==> src/rtl/char_pkg.sv <==
// Shared encodings for the character sprite engine: command/facing codes,
// sprite-sheet facing index mapping and draw sequencer states.
package char_pkg;

    typedef enum logic [2:0] {
        DIR_NONE   = 3'd0,
        DIR_ATTACK = 3'd1,
        DIR_UP     = 3'd2,
        DIR_DOWN   = 3'd3,
        DIR_LEFT   = 3'd4,
        DIR_RIGHT  = 3'd5
    } dir_e;

    typedef enum logic [2:0] {
        DS_IDLE     = 3'd0,
        DS_RUN      = 3'd1,
        DS_FLUSH    = 3'd2,
        DS_DONE     = 3'd3,
        DS_WAIT_LOW = 3'd4
    } draw_state_e;

    // Sprite sheet rows of poses are ordered down, left, up, right.
    function automatic logic [1:0] facing_idx(input dir_e d);
        case (d)
            DIR_LEFT:  return 2'd1;
            DIR_UP:    return 2'd2;
            DIR_RIGHT: return 2'd3;
            default:   return 2'd0;
        endcase
    endfunction

    function automatic logic is_move(input dir_e d);
        return (d == DIR_UP) || (d == DIR_DOWN) || (d == DIR_LEFT) || (d == DIR_RIGHT);
    endfunction

endpackage

==> src/rtl/sprite_draw_seq.sv <==
// Sprite draw sequencer: walks the sprite rectangle one ROM address per cycle
// and emits pixel coordinates aligned with the one-cycle ROM read latency.
module sprite_draw_seq
    import char_pkg::*;
#(
    parameter int          SPRITE_W    = 16,
    parameter int          SPRITE_H    = 16,
    parameter int          COL_W       = 8,
    parameter int          ROW_W       = 4,
    parameter logic [5:0]  TRANSPARENT = 6'h3F,
    localparam int         PXW         = (SPRITE_W > 1) ? $clog2(SPRITE_W) : 1
) (
    input  logic                   clock,
    input  logic                   resetn,
    input  logic                   draw,
    input  logic                   abort,
    input  logic [8:0]             x_pos,
    input  logic [7:0]             y_pos,
    input  logic [COL_W-1:0]       col_base,
    output logic [ROW_W+COL_W-1:0] mem_addr,
    input  logic [5:0]             mem_q,
    output logic [8:0]             x_draw,
    output logic [7:0]             y_draw,
    output logic [5:0]             colour,
    output logic                   vga_write,
    output logic                   draw_done
);

    draw_state_e      state_q, state_d;
    logic [PXW-1:0]   px_q, px_d;
    logic [ROW_W-1:0] py_q, py_d;
    logic [8:0]       base_x_q, base_x_d;
    logic [7:0]       base_y_q, base_y_d;
    logic [COL_W-1:0] base_col_q, base_col_d;
    logic             pix_valid_q, pix_valid_d;
    logic [8:0]       x_draw_q, x_draw_d;
    logic [7:0]       y_draw_q, y_draw_d;
    logic             last_pix;

    assign last_pix = (px_q == PXW'(SPRITE_W - 1)) && (py_q == ROW_W'(SPRITE_H - 1));

    always_comb begin
        state_d     = state_q;
        px_d        = px_q;
        py_d        = py_q;
        base_x_d    = base_x_q;
        base_y_d    = base_y_q;
        base_col_d  = base_col_q;
        pix_valid_d = 1'b0;
        x_draw_d    = x_draw_q;
        y_draw_d    = y_draw_q;

        case (state_q)
            DS_IDLE: begin
                // Snapshot position and pose so later moves cannot tear this sprite.
                if (draw) begin
                    state_d    = DS_RUN;
                    px_d       = '0;
                    py_d       = '0;
                    base_x_d   = x_pos;
                    base_y_d   = y_pos;
                    base_col_d = col_base;
                end
            end
            DS_RUN: begin
                if (!draw) begin
                    state_d = DS_IDLE;
                end else begin
                    pix_valid_d = 1'b1;
                    x_draw_d    = base_x_q + 9'(px_q);
                    y_draw_d    = base_y_q + 8'(py_q);
                    if (last_pix) begin
                        state_d = DS_FLUSH;
                    end else if (px_q == PXW'(SPRITE_W - 1)) begin
                        px_d = '0;
                        py_d = py_q + ROW_W'(1);
                    end else begin
                        px_d = px_q + PXW'(1);
                    end
                end
            end
            DS_FLUSH:    state_d = DS_DONE;
            DS_DONE:     state_d = DS_WAIT_LOW;
            DS_WAIT_LOW: if (!draw) state_d = DS_IDLE;
            default:     state_d = DS_IDLE;
        endcase

        if (abort) begin
            state_d     = DS_IDLE;
            pix_valid_d = 1'b0;
        end
    end

    always_ff @(posedge clock or negedge resetn) begin
        if (!resetn) begin
            state_q     <= DS_IDLE;
            px_q        <= '0;
            py_q        <= '0;
            base_x_q    <= '0;
            base_y_q    <= '0;
            base_col_q  <= '0;
            pix_valid_q <= 1'b0;
            x_draw_q    <= '0;
            y_draw_q    <= '0;
        end else begin
            state_q     <= state_d;
            px_q        <= px_d;
            py_q        <= py_d;
            base_x_q    <= base_x_d;
            base_y_q    <= base_y_d;
            base_col_q  <= base_col_d;
            pix_valid_q <= pix_valid_d;
            x_draw_q    <= x_draw_d;
            y_draw_q    <= y_draw_d;
        end
    end

    assign mem_addr  = (state_q == DS_RUN) ? {py_q, base_col_q + COL_W'(px_q)} : '0;
    assign x_draw    = x_draw_q;
    assign y_draw    = y_draw_q;
    assign colour    = mem_q;
    assign vga_write = pix_valid_q && (mem_q != TRANSPARENT);
    assign draw_done = (state_q == DS_DONE);

endmodule

==> src/rtl/char_sprite_engine.sv <==
// Character sprite engine: command latching, movement, knockback, attack timing
// and walk animation, feeding the sprite draw sequencer.
module char_sprite_engine
    import char_pkg::*;
#(
    parameter int         SPRITE_W    = 16,
    parameter int         SPRITE_H    = 16,
    parameter int         STEP        = 1,
    parameter int         FRAMES      = 2,
    parameter int         ANIM_DIV    = 8,
    parameter int         ATTACK_LEN  = 16,
    parameter int         X_MIN       = 0,
    parameter int         X_MAX       = 303,
    parameter int         Y_MIN       = 0,
    parameter int         Y_MAX       = 223,
    parameter int         X_INIT      = 1,
    parameter int         Y_INIT      = 96,
    parameter logic [5:0] TRANSPARENT = 6'h3F,
    localparam int        COL_W       = $clog2(8 * FRAMES * SPRITE_W),
    localparam int        ROW_W       = $clog2(SPRITE_H),
    localparam int        AW          = ROW_W + COL_W
) (
    input  logic          clock,
    input  logic          resetn,
    input  logic          c_attack,
    input  logic          c_up,
    input  logic          c_down,
    input  logic          c_left,
    input  logic          c_right,
    input  logic          init,
    input  logic          reg_action,
    input  logic          apply_action,
    input  logic          draw,
    input  logic [1:0]    collision,
    output logic [AW-1:0] mem_addr,
    input  logic [5:0]    mem_q,
    output logic [8:0]    x_pos,
    output logic [7:0]    y_pos,
    output logic [8:0]    x_draw,
    output logic [7:0]    y_draw,
    output logic [2:0]    direction,
    output logic [2:0]    facing,
    output logic          attacking,
    output logic [5:0]    colour,
    output logic          VGA_write,
    output logic          draw_done
);

    localparam int ACW = (ATTACK_LEN > 1) ? $clog2(ATTACK_LEN) : 1;
    localparam int ANW = (ANIM_DIV > 1) ? $clog2(ANIM_DIV) : 1;
    localparam int FW  = (FRAMES > 1) ? $clog2(FRAMES) : 1;

    localparam logic signed [11:0] STEP_S  = 12'(STEP);
    localparam logic signed [11:0] X_MIN_S = 12'(X_MIN);
    localparam logic signed [11:0] X_MAX_S = 12'(X_MAX);
    localparam logic signed [11:0] Y_MIN_S = 12'(Y_MIN);
    localparam logic signed [11:0] Y_MAX_S = 12'(Y_MAX);

    logic [8:0]       x_q, x_d;
    logic [7:0]       y_q, y_d;
    dir_e             facing_q, facing_d;
    dir_e             direction_q, direction_d;
    logic             attacking_q, attacking_d;
    logic [ACW-1:0]   attack_cnt_q, attack_cnt_d;
    logic [ANW-1:0]   anim_cnt_q, anim_cnt_d;
    logic [FW-1:0]    frame_q, frame_d;
    logic signed [11:0] tx, ty;
    logic             walk;
    logic [2:0]       sheet_idx;
    logic [COL_W-1:0] col_base;

    always_comb begin
        x_d          = x_q;
        y_d          = y_q;
        facing_d     = facing_q;
        direction_d  = direction_q;
        attacking_d  = attacking_q;
        attack_cnt_d = attack_cnt_q;
        anim_cnt_d   = anim_cnt_q;
        frame_d      = frame_q;
        tx           = $signed({3'b000, x_q});
        ty           = $signed({4'b0000, y_q});
        walk         = 1'b0;

        if (init) begin
            x_d          = 9'(X_INIT);
            y_d          = 8'(Y_INIT);
            facing_d     = DIR_DOWN;
            direction_d  = DIR_NONE;
            attacking_d  = 1'b0;
            attack_cnt_d = '0;
            anim_cnt_d   = '0;
            frame_d      = '0;
        end else if (reg_action) begin
            if (c_attack)     direction_d = DIR_ATTACK;
            else if (c_up)    direction_d = DIR_UP;
            else if (c_down)  direction_d = DIR_DOWN;
            else if (c_left)  direction_d = DIR_LEFT;
            else if (c_right) direction_d = DIR_RIGHT;
            else              direction_d = DIR_NONE;
        end else if (apply_action) begin
            // Knockback pushes against the facing and suppresses any walk step.
            if (collision[1]) begin
                case (facing_q)
                    DIR_UP:    ty = ty + STEP_S;
                    DIR_DOWN:  ty = ty - STEP_S;
                    DIR_LEFT:  tx = tx + STEP_S;
                    DIR_RIGHT: tx = tx - STEP_S;
                    default: ;
                endcase
            end

            if (attacking_q) begin
                if (attack_cnt_q == '0) attacking_d = 1'b0;
                else                    attack_cnt_d = attack_cnt_q - ACW'(1);
            end else if (direction_q == DIR_ATTACK) begin
                attacking_d  = 1'b1;
                attack_cnt_d = ACW'(ATTACK_LEN - 1);
            end else if (!collision[1] && is_move(direction_q)) begin
                facing_d = direction_q;
                walk     = !collision[0];
                if (walk) begin
                    case (direction_q)
                        DIR_UP:    ty = ty - STEP_S;
                        DIR_DOWN:  ty = ty + STEP_S;
                        DIR_LEFT:  tx = tx - STEP_S;
                        DIR_RIGHT: tx = tx + STEP_S;
                        default: ;
                    endcase
                end
            end

            x_d = (tx < X_MIN_S) ? 9'(X_MIN) : ((tx > X_MAX_S) ? 9'(X_MAX) : tx[8:0]);
            y_d = (ty < Y_MIN_S) ? 8'(Y_MIN) : ((ty > Y_MAX_S) ? 8'(Y_MAX) : ty[7:0]);

            // Only steps that really moved the character advance the walk cycle.
            if (walk && ((x_d != x_q) || (y_d != y_q))) begin
                if (anim_cnt_q == ANW'(ANIM_DIV - 1)) begin
                    anim_cnt_d = '0;
                    frame_d    = (frame_q == FW'(FRAMES - 1)) ? '0 : frame_q + FW'(1);
                end else begin
                    anim_cnt_d = anim_cnt_q + ANW'(1);
                end
            end
        end
    end

    always_ff @(posedge clock or negedge resetn) begin
        if (!resetn) begin
            x_q          <= 9'(X_INIT);
            y_q          <= 8'(Y_INIT);
            facing_q     <= DIR_DOWN;
            direction_q  <= DIR_NONE;
            attacking_q  <= 1'b0;
            attack_cnt_q <= '0;
            anim_cnt_q   <= '0;
            frame_q      <= '0;
        end else begin
            x_q          <= x_d;
            y_q          <= y_d;
            facing_q     <= facing_d;
            direction_q  <= direction_d;
            attacking_q  <= attacking_d;
            attack_cnt_q <= attack_cnt_d;
            anim_cnt_q   <= anim_cnt_d;
            frame_q      <= frame_d;
        end
    end

    assign sheet_idx = {attacking_q, facing_idx(facing_q)};
    assign col_base  = COL_W'((int'(sheet_idx) * FRAMES + int'(frame_q)) * SPRITE_W);

    assign x_pos     = x_q;
    assign y_pos     = y_q;
    assign facing    = facing_q;
    assign direction = direction_q;
    assign attacking = attacking_q;

    sprite_draw_seq #(
        .SPRITE_W    (SPRITE_W),
        .SPRITE_H    (SPRITE_H),
        .COL_W       (COL_W),
        .ROW_W       (ROW_W),
        .TRANSPARENT (TRANSPARENT)
    ) u_seq (
        .clock     (clock),
        .resetn    (resetn),
        .draw      (draw),
        .abort     (init),
        .x_pos     (x_q),
        .y_pos     (y_q),
        .col_base  (col_base),
        .mem_addr  (mem_addr),
        .mem_q     (mem_q),
        .x_draw    (x_draw),
        .y_draw    (y_draw),
        .colour    (colour),
        .vga_write (VGA_write),
        .draw_done (draw_done)
    );

endmodule

==> config.mk <==
export PLATFORM = sky130hd
export DESIGN_NAME = char_sprite_engine
export DESIGN_NICKNAME = d
export VERILOG_FILES = /design/src/rtl/char_pkg.sv /design/src/rtl/sprite_draw_seq.sv /design/src/rtl/char_sprite_engine.sv
export SDC_FILE = /design/constraint.sdc
export NUM_CORES = 1
export LEC_CHECK = 0
export CAP_MARGIN = 20
export CORE_MARGIN = 1.5
export CORE_UTILIZATION = 62
export DETAILED_ROUTE_END_ITERATION = 6
export PLACE_DENSITY = 0.87
export SYNTH_ARGS = -nofsm -noshare
export SYNTH_HDL_FRONTEND = slang
export SYNTH_SLANG_ARGS = --single-unit
==> constraint.sdc <==
create_clock -name clock -period 10 [get_ports clock]
set_input_delay 2.5 -clock clock [delete_from_list [all_inputs] [get_ports clock]]
set_output_delay 2.5 -clock clock [all_outputs]
set_load 0.01 [all_outputs]
==> results of run 1 <==
## metal layers
metal  routed length (um)  global-route usage  vias to the layer above
met1                 7911              0.4268                     3145
met5                    0                   0                        -
met3                 1467             0.07113                       49
met4                  340             0.08647                        0
met2                 9353              0.5418                      306
li1                     -                   -                     3086
## sequential cells by signal (all words and copies together) (netlist names)
register           flops
u_seq.pix_valid_q      1
attacking              1
u_seq.x_draw           9
u_seq.px_q             4
x_pos                  9
u_seq.state_q          3
direction              3
u_seq.base_y_q         8
anim_cnt_q             3
u_seq.py_q             4
y_pos                  8
u_seq.base_col_q       4
facing                 3
attack_cnt_q           4
u_seq.base_x_q         9
frame_q                1
u_seq.y_draw           8
## metrics by stage
stage	utilization	hold WS (ns)	instances	total power (W)	setup slack, ns
finish	0.7222	0.4906	1013	0.0008199	2.580
detailed placement	0.7022	0.4738	995	0.0006085	2.384
CTS	0.7173	0.4910	1011	0.0008171	2.674
global placement	0.7022	0.4620	995	0.0006008	2.500
floorplan	-	0.4728	833	0.0005301	3.483
global route	0.7222	0.5290	1013	0.0008611	2.215
## critical path: cells and delay by family
family                     cells  cell delay, ns
and+or+nand+nor                7            2.04
AOI/OAI and AO/OA              6            1.50
buffers and inverters          2            0.77
adders and majority gates      1            0.39
muxes                          1            0.27
xor gates and xnor gates       1            0.19
## placed cells by master, fill, tap and decap left out, types with 4 or more instances in the layout
cell,netlist,final
a211o_1,4,4
a211oi_1,10,10
a21o_1,13,13
a21oi_1,54,54
a31oi_1,6,6
a32oi_1,4,4
and2_1,8,8
and3_1,20,20
and4b_1,4,4
clkbuf_8,0,10
clkdlybuf4s50_1,0,78
dfrtp_1,77,77
dfstp_2,5,5
fa_1,4,4
ha_1,36,36
inv_1,32,32
mux2_2,22,22
mux2i_1,17,17
nand2_1,78,78
nand2b_1,11,11
nand3_1,24,24
nand3b_1,5,5
nand4_1,15,15
nand4b_1,6,6
nor2_1,70,70
nor2b_1,18,18
nor3_1,29,29
nor3b_1,12,12
nor4_1,9,9
o211ai_1,8,8
o21a_1,9,9
o21ai_0,50,50
o21ai_1,4,4
o21bai_1,5,5
o22ai_1,4,4
or2_2,4,4
xnor2_1,19,19
xor2_1,20,20
## final cells by class
type	instances	area (sq um)
clock inverter	3	15.01
tap	140	175.2
fill	845	3012
timing repair buffer	83	855.8
sequential	82	2058
inverter	32	120.1
clock buffer	13	148.9
multi-input combinational	660	4456
## cell usage after synthesis, types with 3 or more instances
library cell  instances
a211o_1               4
a21oi_1              54
nor3_1               29
xnor2_1              19
nor2b_1              18
nand4_1              15
and2_1                8
nand3b_1              5
nand4b_1              6
and4b_1               4
clkbuf_1             40
mux2_2               22
o211ai_1              8
mux2i_1              17
dfstp_2               5
buf_1                 8
o31ai_1               3
a32oi_1               4
nor4_1                9
o21ai_1               4
ha_1                 36
o21ai_0              50
a31oi_1               6
o21bai_1              5
buf_2                 3
nor4b_1               3
dfrtp_1              77
o21a_1                9
a21o_1               13
nand3_1              24
o22ai_1               4
or2_2                 4
xor2_1               20
buf_4                 7
a2111oi_0             3
and3_1               20
nand2_1              78
a211oi_1             10
fa_1                  4
nor2_1               70
inv_1                32
nand2b_1             11
a21boi_0              3
o2111ai_1             3
nor3b_1              12
## report_power, final
group / switching [W] / total (W) / internal (W) / leakage [nW]
combinational: 0.000128 / 0.000235 / 0.000108 / 2.15
sequential: 0.0000250 / 0.000375 / 0.000350 / 1.09
clock: 0.000114 / 0.000210 / 0.0000961 / 0.0872
## worst min-delay path by stage
stage	end	slack, ns	depth (start not counted)
after floorplan	u_seq.base_col_q[4]	0.47	1
after global placement	u_seq.x_draw[7]	0.46	2
after detailed placement	u_seq.x_draw[7]	0.47	2
after CTS	u_seq.x_draw[7]	0.49	2
after global routing	u_seq.x_draw[1]	0.53	2
final	u_seq.x_draw[6]	0.49	2
## cells by family after synthesis
logic type                 count (synthesis)
and+or+nand+nor                          332
AOI/OAI and AO/OA                        208
buffers and inverters                     91
DFF                                       82
muxes                                     41
adders and majority gates                 40
xor gates and xnor gates                  39
==> impl_results.md, run 1 <==
- Area Overhead vs Synth: 13.58%
- Vias per cell: 6.501
- Prevailing post-synth register cell: dfrtp_1
- Final instance area: 0.007829 sq mm
- Max Cap Viol: 0
- Worst setup EP type: register
- R2R setup slack: 4.43 ns
- CTS tree: built
- # diodes: 0
- Startpoint types: primary input
- Post-synth EDFFs: 0
- Slew margin rel.: 0.3283
- Final setup viols: 0
- R2R Path Start: y_pos[0]
- CP max FO: 13
- Clock buffer depth: 2
- Worst-path clk slew: 0.08 ns
- Setup Fix Bufs, Post-CTS: 0
- Fin. max-slew vios: 0
- Minimum clock period: 7.420 ns
- Synth top area share: 0.2795
- Setup Skew: 0.01030 ns
- Largest cells by area after synthesis: dfrtp_1 (28%), ha_1 (6.5%), nand2_1 (4.2%)
- First-pass GRT wire length: 29,880 um
- Syn_nets: 892
- VDD IR max: 0.1184 mV
- Worst R2R End: frame_q
- CP Cell Sequence: clkdlybuf4s50_1 -> nand3b_1 -> a21oi_1 -> xnor2_1 -> inv_1 -> ha_1 -> and3_1 -> a221o_1 -> a21oi_1 -> and3_1 -> o22a_1 -> o21bai_1 -> or4_4 -> a221oi_2 -> nand4_1 -> nor4b_4 -> mux2i_1 -> nand3_1
- Die H: 108.4 um
- Placed inst area: 0.007612 sq mm
- Ports: 80
- Vias in the first global route: 6,107
- Final antenna-violating net count: 0
- Vias: 6,586
- Mux contribution to synthesized area: 0.06480
- Initial drt markers: 517
- Final hold violations: 0
- Max Clock Freq: 0.1348 GHz
- Largest net degree at the start of global routing: 83
- Die area: 0.01176 sq mm
- CP required: 10.24 ns
- DRC violations left: 0
- H-tree lvl count: 3
- Setup TNS: 0 ns
- Port bufs: 79
- Crit path to: frame_q
- Main combinational cell family by area after synthesis: simple AND/OR/NAND/NOR gates
- Initial antenna violation count: 0
- Yosys warns: 0
- CTS hold repair buffers: 0
- Final wirelength: 19,070 um
- Post-synthesis sequential area ratio: 0.2986
- Critical-path top delay cell: clkdlybuf4s50_1
- Drt first pass iters: 6
- Number of synthesized register bits: 82
- GRT overflow: 0
- HPWL Detailed: 13,830 um
- Core Footprint: 0.01084 sq mm
- Die X-Extent: 108.4 um
- Hold Startpoint: u_seq.x_draw[6]
- Root buffer cell: clkbuf_8
- Adder-cell share of the synthesized area: 0.07696
- Final Net Count: 927
- Final period util: 0.7420
- Synth area leader: dfrtp_1
- # rows: 38
- Clock sinks: 82
- Share of layout cells above drive strength 1: 0.07216
- Setup Crit Path Kind: in2reg
- Mean Syn Cell Area: 8.275 sq um
- Leak: 3.330 nW
- Unrepaired setup endpoints after global routing: no
- Mapped Area: 0.006893 sq mm
- Post-synth ARST share: 1.000
- CP arrival: 7.66 ns
- PostCTS Resize Cnt: 0
- Worst slew pin tran: 1.005 ns
- CP peak stage delay: 0.69 ns
- Post-synthesis xor/xnor area fraction: 0.04956
- Mapped Cells: 833
- GRT Resource Usage Total: 0.3250
- DR WL/cell: 18.83 um
- Hold Crit Class: reg2reg
- FF-to-FF path depth: 20
- Routability Congestion: 0.9542
- Pwr/cell area: 104.7 mW/mm^2
- Initial Util: 0.6358
- Worst Setup SP: collision[1]
- Simple-gate share of the synthesized area: 0.2552
- Status: finished clean
- CTS buffer count: 9
- Unique masters post-synth: 80
- Worst skew pair latency: 0.36 ns
- Synth Area in Compound Gates: 0.1999
Power figures use the tool's default switching activity.
==> run 2: changes to the inputs <==
CORE_UTILIZATION = 58   (was 62)
PLACE_DENSITY = 0.82   (was 0.87)
clock period = 7.4 ns   (was 10 ns; I/O delays follow)
==> impl_results.md, run 2 (synthesis results as in run 1) <==
- Max Cap Viol: 0
- Max Clock Freq: 0.1490 GHz
- Worst slew pin tran: 0.9933 ns
- Core Footprint: 0.01152 sq mm
- Vias: 6,579
- Initial Util: 0.5985
- Vias in the first global route: 6,365
- Minimum clock period: 6.710 ns
- Final antenna-violating net count: 0
- CP arrival: 6.94 ns
- Port bufs: 79
- Status: finished, violations left
- # diodes: 0
- GRT overflow: 0
- Hold path cells: 2
- Worst setup EP type: register
- CTS hold repair buffers: 0
- Share of layout cells above drive strength 1: 0.07657
- Leak: 3.406 nW
- CTS buffer count: 9
- Root buffer cell: clkbuf_16
- R2R setup slack: 1.89 ns
- Commonest non-fill, non-tap cells in the layout: nand2_1 (78), clkdlybuf4s50_1 (78), dfrtp_1 (77)
- VDD IR max: 0.1162 mV
- Worst hold endpoint: u_seq.x_draw[8]
- FF-to-FF path depth: 18
- Worst Setup SP: collision[1]
- Setup Crit Path Kind: in2reg
- Die H: 112.0 um
- Routability Congestion: 1.010
- Drt first pass iters: 7
- Slew margin rel.: 0.3362
- Final Net Count: 929
- Initial drt markers: 597
- Largest net degree at the start of global routing: 83
- Failing checks: DRC
- Setup TNS: 0 ns
- Hold Startpoint: u_seq.x_draw[8]
- Worst R2R End: anim_cnt_q[0]
- Fin. max-slew vios: 0
- PostCTS Resize Cnt: 0
- GRT Resource Usage Total: 0.3110
- Vias per cell: 6.463
- Worst skew pair latency: 0.35 ns
- Startpoint types: primary input
- Final wirelength: 19,260 um
- Hold slack final: 0.4799 ns
- Die area: 0.01255 sq mm
- First-pass GRT wire length: 31,480 um
- Ports: 80
- CTS tree: built
- # rows: 39
- CP max FO: 13
- DR WL/cell: 18.92 um
- Final setup viols: 0
- Pwr/cell area: 166.1 mW/mm^2
- Final period util: 0.9067
- Unrepaired setup endpoints after global routing: no
- DRC violations left: 9
- Initial antenna violation count: 0
- Clock buffer depth: 2
- Worst-path clk slew: 0.07 ns
- Area Overhead vs Synth: 16.08%
- CP required: 7.64 ns
- Final hold violations: 0
- R2R Path Start: facing[0]
- Hold Crit Class: reg2reg
- Clock sinks: 82
- Setup Fix Bufs, Post-CTS: 0
- Die X-Extent: 112.0 um
- Setup Skew: 0.009650 ns
- H-tree lvl count: 3
- HPWL Detailed: 14,070 um
[run 2: cell count changes in the layout (fill, tap and decap cells not counted)]
cell,previous run,this run
clkinv_2,3,0
buf_8,0,1
inv_6,0,2
buf_4,3,5
clkbuf_1,3,1
clkbuf_16,1,9
clkinvlp_4,0,1
bufinv_16,0,2
clkbuf_8,10,1
[run 2: per-stage QoR]
stage / area, sq um / power [W] / std cells / setup slack [ns] / utilization
2_1_floorplan: 6893 / 0.0007163 / 833 / 1.533 / -
3_3_place_gp: 7631 / 0.0008167 / 1000 / 0.5823 / 0.6626
3_5_place_dp: 7631 / 0.0008240 / 1000 / 0.4670 / 0.6626
4_1_cts: 7959 / 0.001324 / 1016 / 0.7820 / 0.6911
5_1_grt: 8001 / 0.001380 / 1018 / 0.3570 / 0.6948
6_report: 8001 / 0.001329 / 1018 / 0.6903 / 0.6948
[run 2: cell type report]
class | instances | area (sq um)
Clock inverter | 5 | 85.08
Fill cell | 901 | 3515
Timing Repair Buffer | 85 | 860.8
Multi-Input combinational cell | 660 | 4456
Clock buffer | 11 | 242.7
Inverter | 32 | 120.1
Sequential cell | 82 | 2058
Tap cell | 143 | 178.9
[run 2: critical path: stages]
cell and delay, ns:
clkdlybuf4s50_1 0.69, nand3b_1 0.30, nor2_1 0.20, xor2_1 0.23, ha_1 0.33, nor2b_1 0.20
o2111ai_2 0.30, a31oi_1 0.13, a2111oi_0 0.39, o22a_1 0.24, o21bai_1 0.24, or4_4 0.60
a221oi_2 0.29, nand4_1 0.17, nor4b_4 0.44, mux2i_1 0.27, nand2_1 0.06
[run 2: power breakdown]
group          internal, W  switching (W)  total [W]
combinational     0.000145       0.000174   0.000319
clock             0.000308       0.000195   0.000502
sequential        0.000473      0.0000339   0.000507
total             0.000926       0.000403    0.00133
[run 2: how the worst max path moves through the flow]
stage / to / slack [ns]
2_1_floorplan: frame_q / 1.53
3_3_place_gp: frame_q / 0.58
3_5_place_dp: anim_cnt_q[0] / 0.47
4_1_cts: anim_cnt_q[0] / 0.78
5_1_grt: frame_q / 0.36
6_report: anim_cnt_q[0] / 0.69
[run 2: routing by layer]
metal / part of all wire / global-route usage
met5: 0 / 0
met4: 0.021 / 0.1013
met3: 0.065 / 0.05346
met2: 0.49 / 0.5342
met1: 0.43 / 0.4023
==> run 3: changes to the inputs <==
REMOVE_ABC_BUFFERS = 1   (was default)
==> impl_results.md, run 3 (synthesis results as in run 1) <==
- Status: finished, violations left
- Failing checks: DRC
- CP max FO: 13
- Vias per cell: 6.426
- GRT Resource Usage Total: 0.2986
- Final hold violations: 0
- # rows: 39
- Largest net degree at the start of global routing: 83
- Pwr/cell area: 166.7 mW/mm^2
- Die H: 112.0 um
- # diodes: 0
- Worst-path clk slew: 0.06 ns
- Clock buffer depth: 2
- CTS tree: built
- Setup Fix Bufs, Post-CTS: 0
- Final period util: 0.9165
- Initial antenna violation count: 0
- Setup TNS: 0 ns
- Commonest non-fill, non-tap cells in the layout: nand2_1 (78), clkdlybuf4s50_1 (78), dfrtp_1 (77)
- Initial Util: 0.5985
- Die X-Extent: 112.0 um
- CTS buffer count: 9
- Final Net Count: 930
- CP arrival: 6.99 ns
- Setup Crit Path Kind: in2reg
- PostCTS Resize Cnt: 0
- Share of layout cells above drive strength 1: 0.07648
- Clock sinks: 82
- DRC violations left: 4
- Port bufs: 79
- CTS hold repair buffers: 0
- Worst slew pin tran: 0.7910 ns
- Final cell count without fillers: 1,019
- CP required: 7.61 ns
- Leak: 3.430 nW
- Die area: 0.01255 sq mm
- Max Clock Freq: 0.1474 GHz
- Final setup viols: 0
- Vias in the first global route: 6,138
- HPWL Detailed: 13,270 um
- Root buffer cell: clkbuf_16
- Area Overhead vs Synth: 16.74%
- Worst skew pair latency: 0.33 ns
- Max Cap Viol: 0
- Final antenna-violating net count: 0
- Initial drt markers: 683
- Power Total: 0.001342 W
- Core Footprint: 0.01152 sq mm
- Unrepaired setup endpoints after global routing: no
- Hold Crit Class: reg2reg
- Drt first pass iters: 7
- VDD IR max: 0.1776 mV
- Ports: 80
- GRT overflow: 0
- Setup Skew: 0.005373 ns
- DR WL/cell: 18.56 um
- Minimum clock period: 6.782 ns
- Fin. max-slew vios: 0
- Final wirelength: 18,920 um
- First-pass GRT wire length: 30,570 um
- H-tree lvl count: 3
- Slew margin rel.: 0.4715
- Placed insts: 1,000
- Startpoint types: primary input
- Worst setup EP type: register
- Vias: 6,548
- Routability Congestion: 0.9151
[run 3: cell count changes in the layout (fill, tap and decap cells not counted), sizes merged]
cell	change
clkinv	+1
buf	+1
clkbuf	+1
bufinv	+1
inv	-2
clkinvlp	-1
[run 3: cell type report]
cell class	count	area (sq um)
inverters	32	120.1
clock buffers	12	246.5
repair buffers	86	888.4
well taps	143	178.9
clock inverters	4	98.84
multi-input cells	660	4456
flip-flops and latches	82	2058
fillers	915	3470
[run 3: worst paths after layout]
kind | from | cells past startpoint | slack, ns | to
max in group asynchronous | resetn | 2 | 5.45 | y_pos[6]
min in group asynchronous | resetn | 1 | 1.33 | u_seq.base_x_q[7]
hold reg to reg | u_seq.x_draw[1] | 2 | 0.48 | u_seq.x_draw[1]
setup / recovery | collision[1] | 18 | 0.62 | frame_q
hold / removal | u_seq.x_draw[1] | 2 | 0.48 | u_seq.x_draw[1]
setup reg to reg | y_pos[0] | 20 | 1.86 | frame_q
[run 3: report_power, final]
| group | total, W | internal (W) | switching, W |
|---|---|---|---|
| Combinational | 0.000319 | 0.000146 | 0.000173 |
| Sequential | 0.000506 | 0.000473 | 0.0000325 |
| Clock | 0.000517 | 0.000340 | 0.000177 |
[run 3: critical path, cell delays in order]
cell,delay (ns)
clkdlybuf4s50_1,0.64
nand3b_1,0.34
a21oi_1,0.27
xnor2_1,0.20
inv_1,0.08
ha_1,0.37
and3_1,0.20
a221o_1,0.36
a21oi_1,0.23
a21boi_0,0.13
o22a_1,0.24
o21bai_1,0.63
o31ai_1,0.23
a221oi_2,0.28
nand4_1,0.16
nor4b_4,0.43
mux2i_1,0.25
nand3_1,0.09
[run 3: metal layers]
metal	global-route usage	routed length [um]	vias up
met1	0.4049	8246	3104
li1	-	-	3106
met4	0.09367	433	0
met3	0.04914	1192	44
met5	0	0	-
met2	0.4947	9043	294
[run 3: through the flow]
step / instance area [sq um] / util / hold WS [ns] / setup slack [ns]
detailed placement: 7631 / 0.6626 / 0.4701 / 0.4047
floorplan: 6634 / - / 0.4728 / 1.606
global placement: 7631 / 0.6626 / 0.4618 / 0.5210
global route: 8046 / 0.6987 / 0.5121 / 0.2065
finish: 8046 / 0.6987 / 0.4758 / 0.6179
CTS: 7976 / 0.6926 / 0.4832 / 0.7284
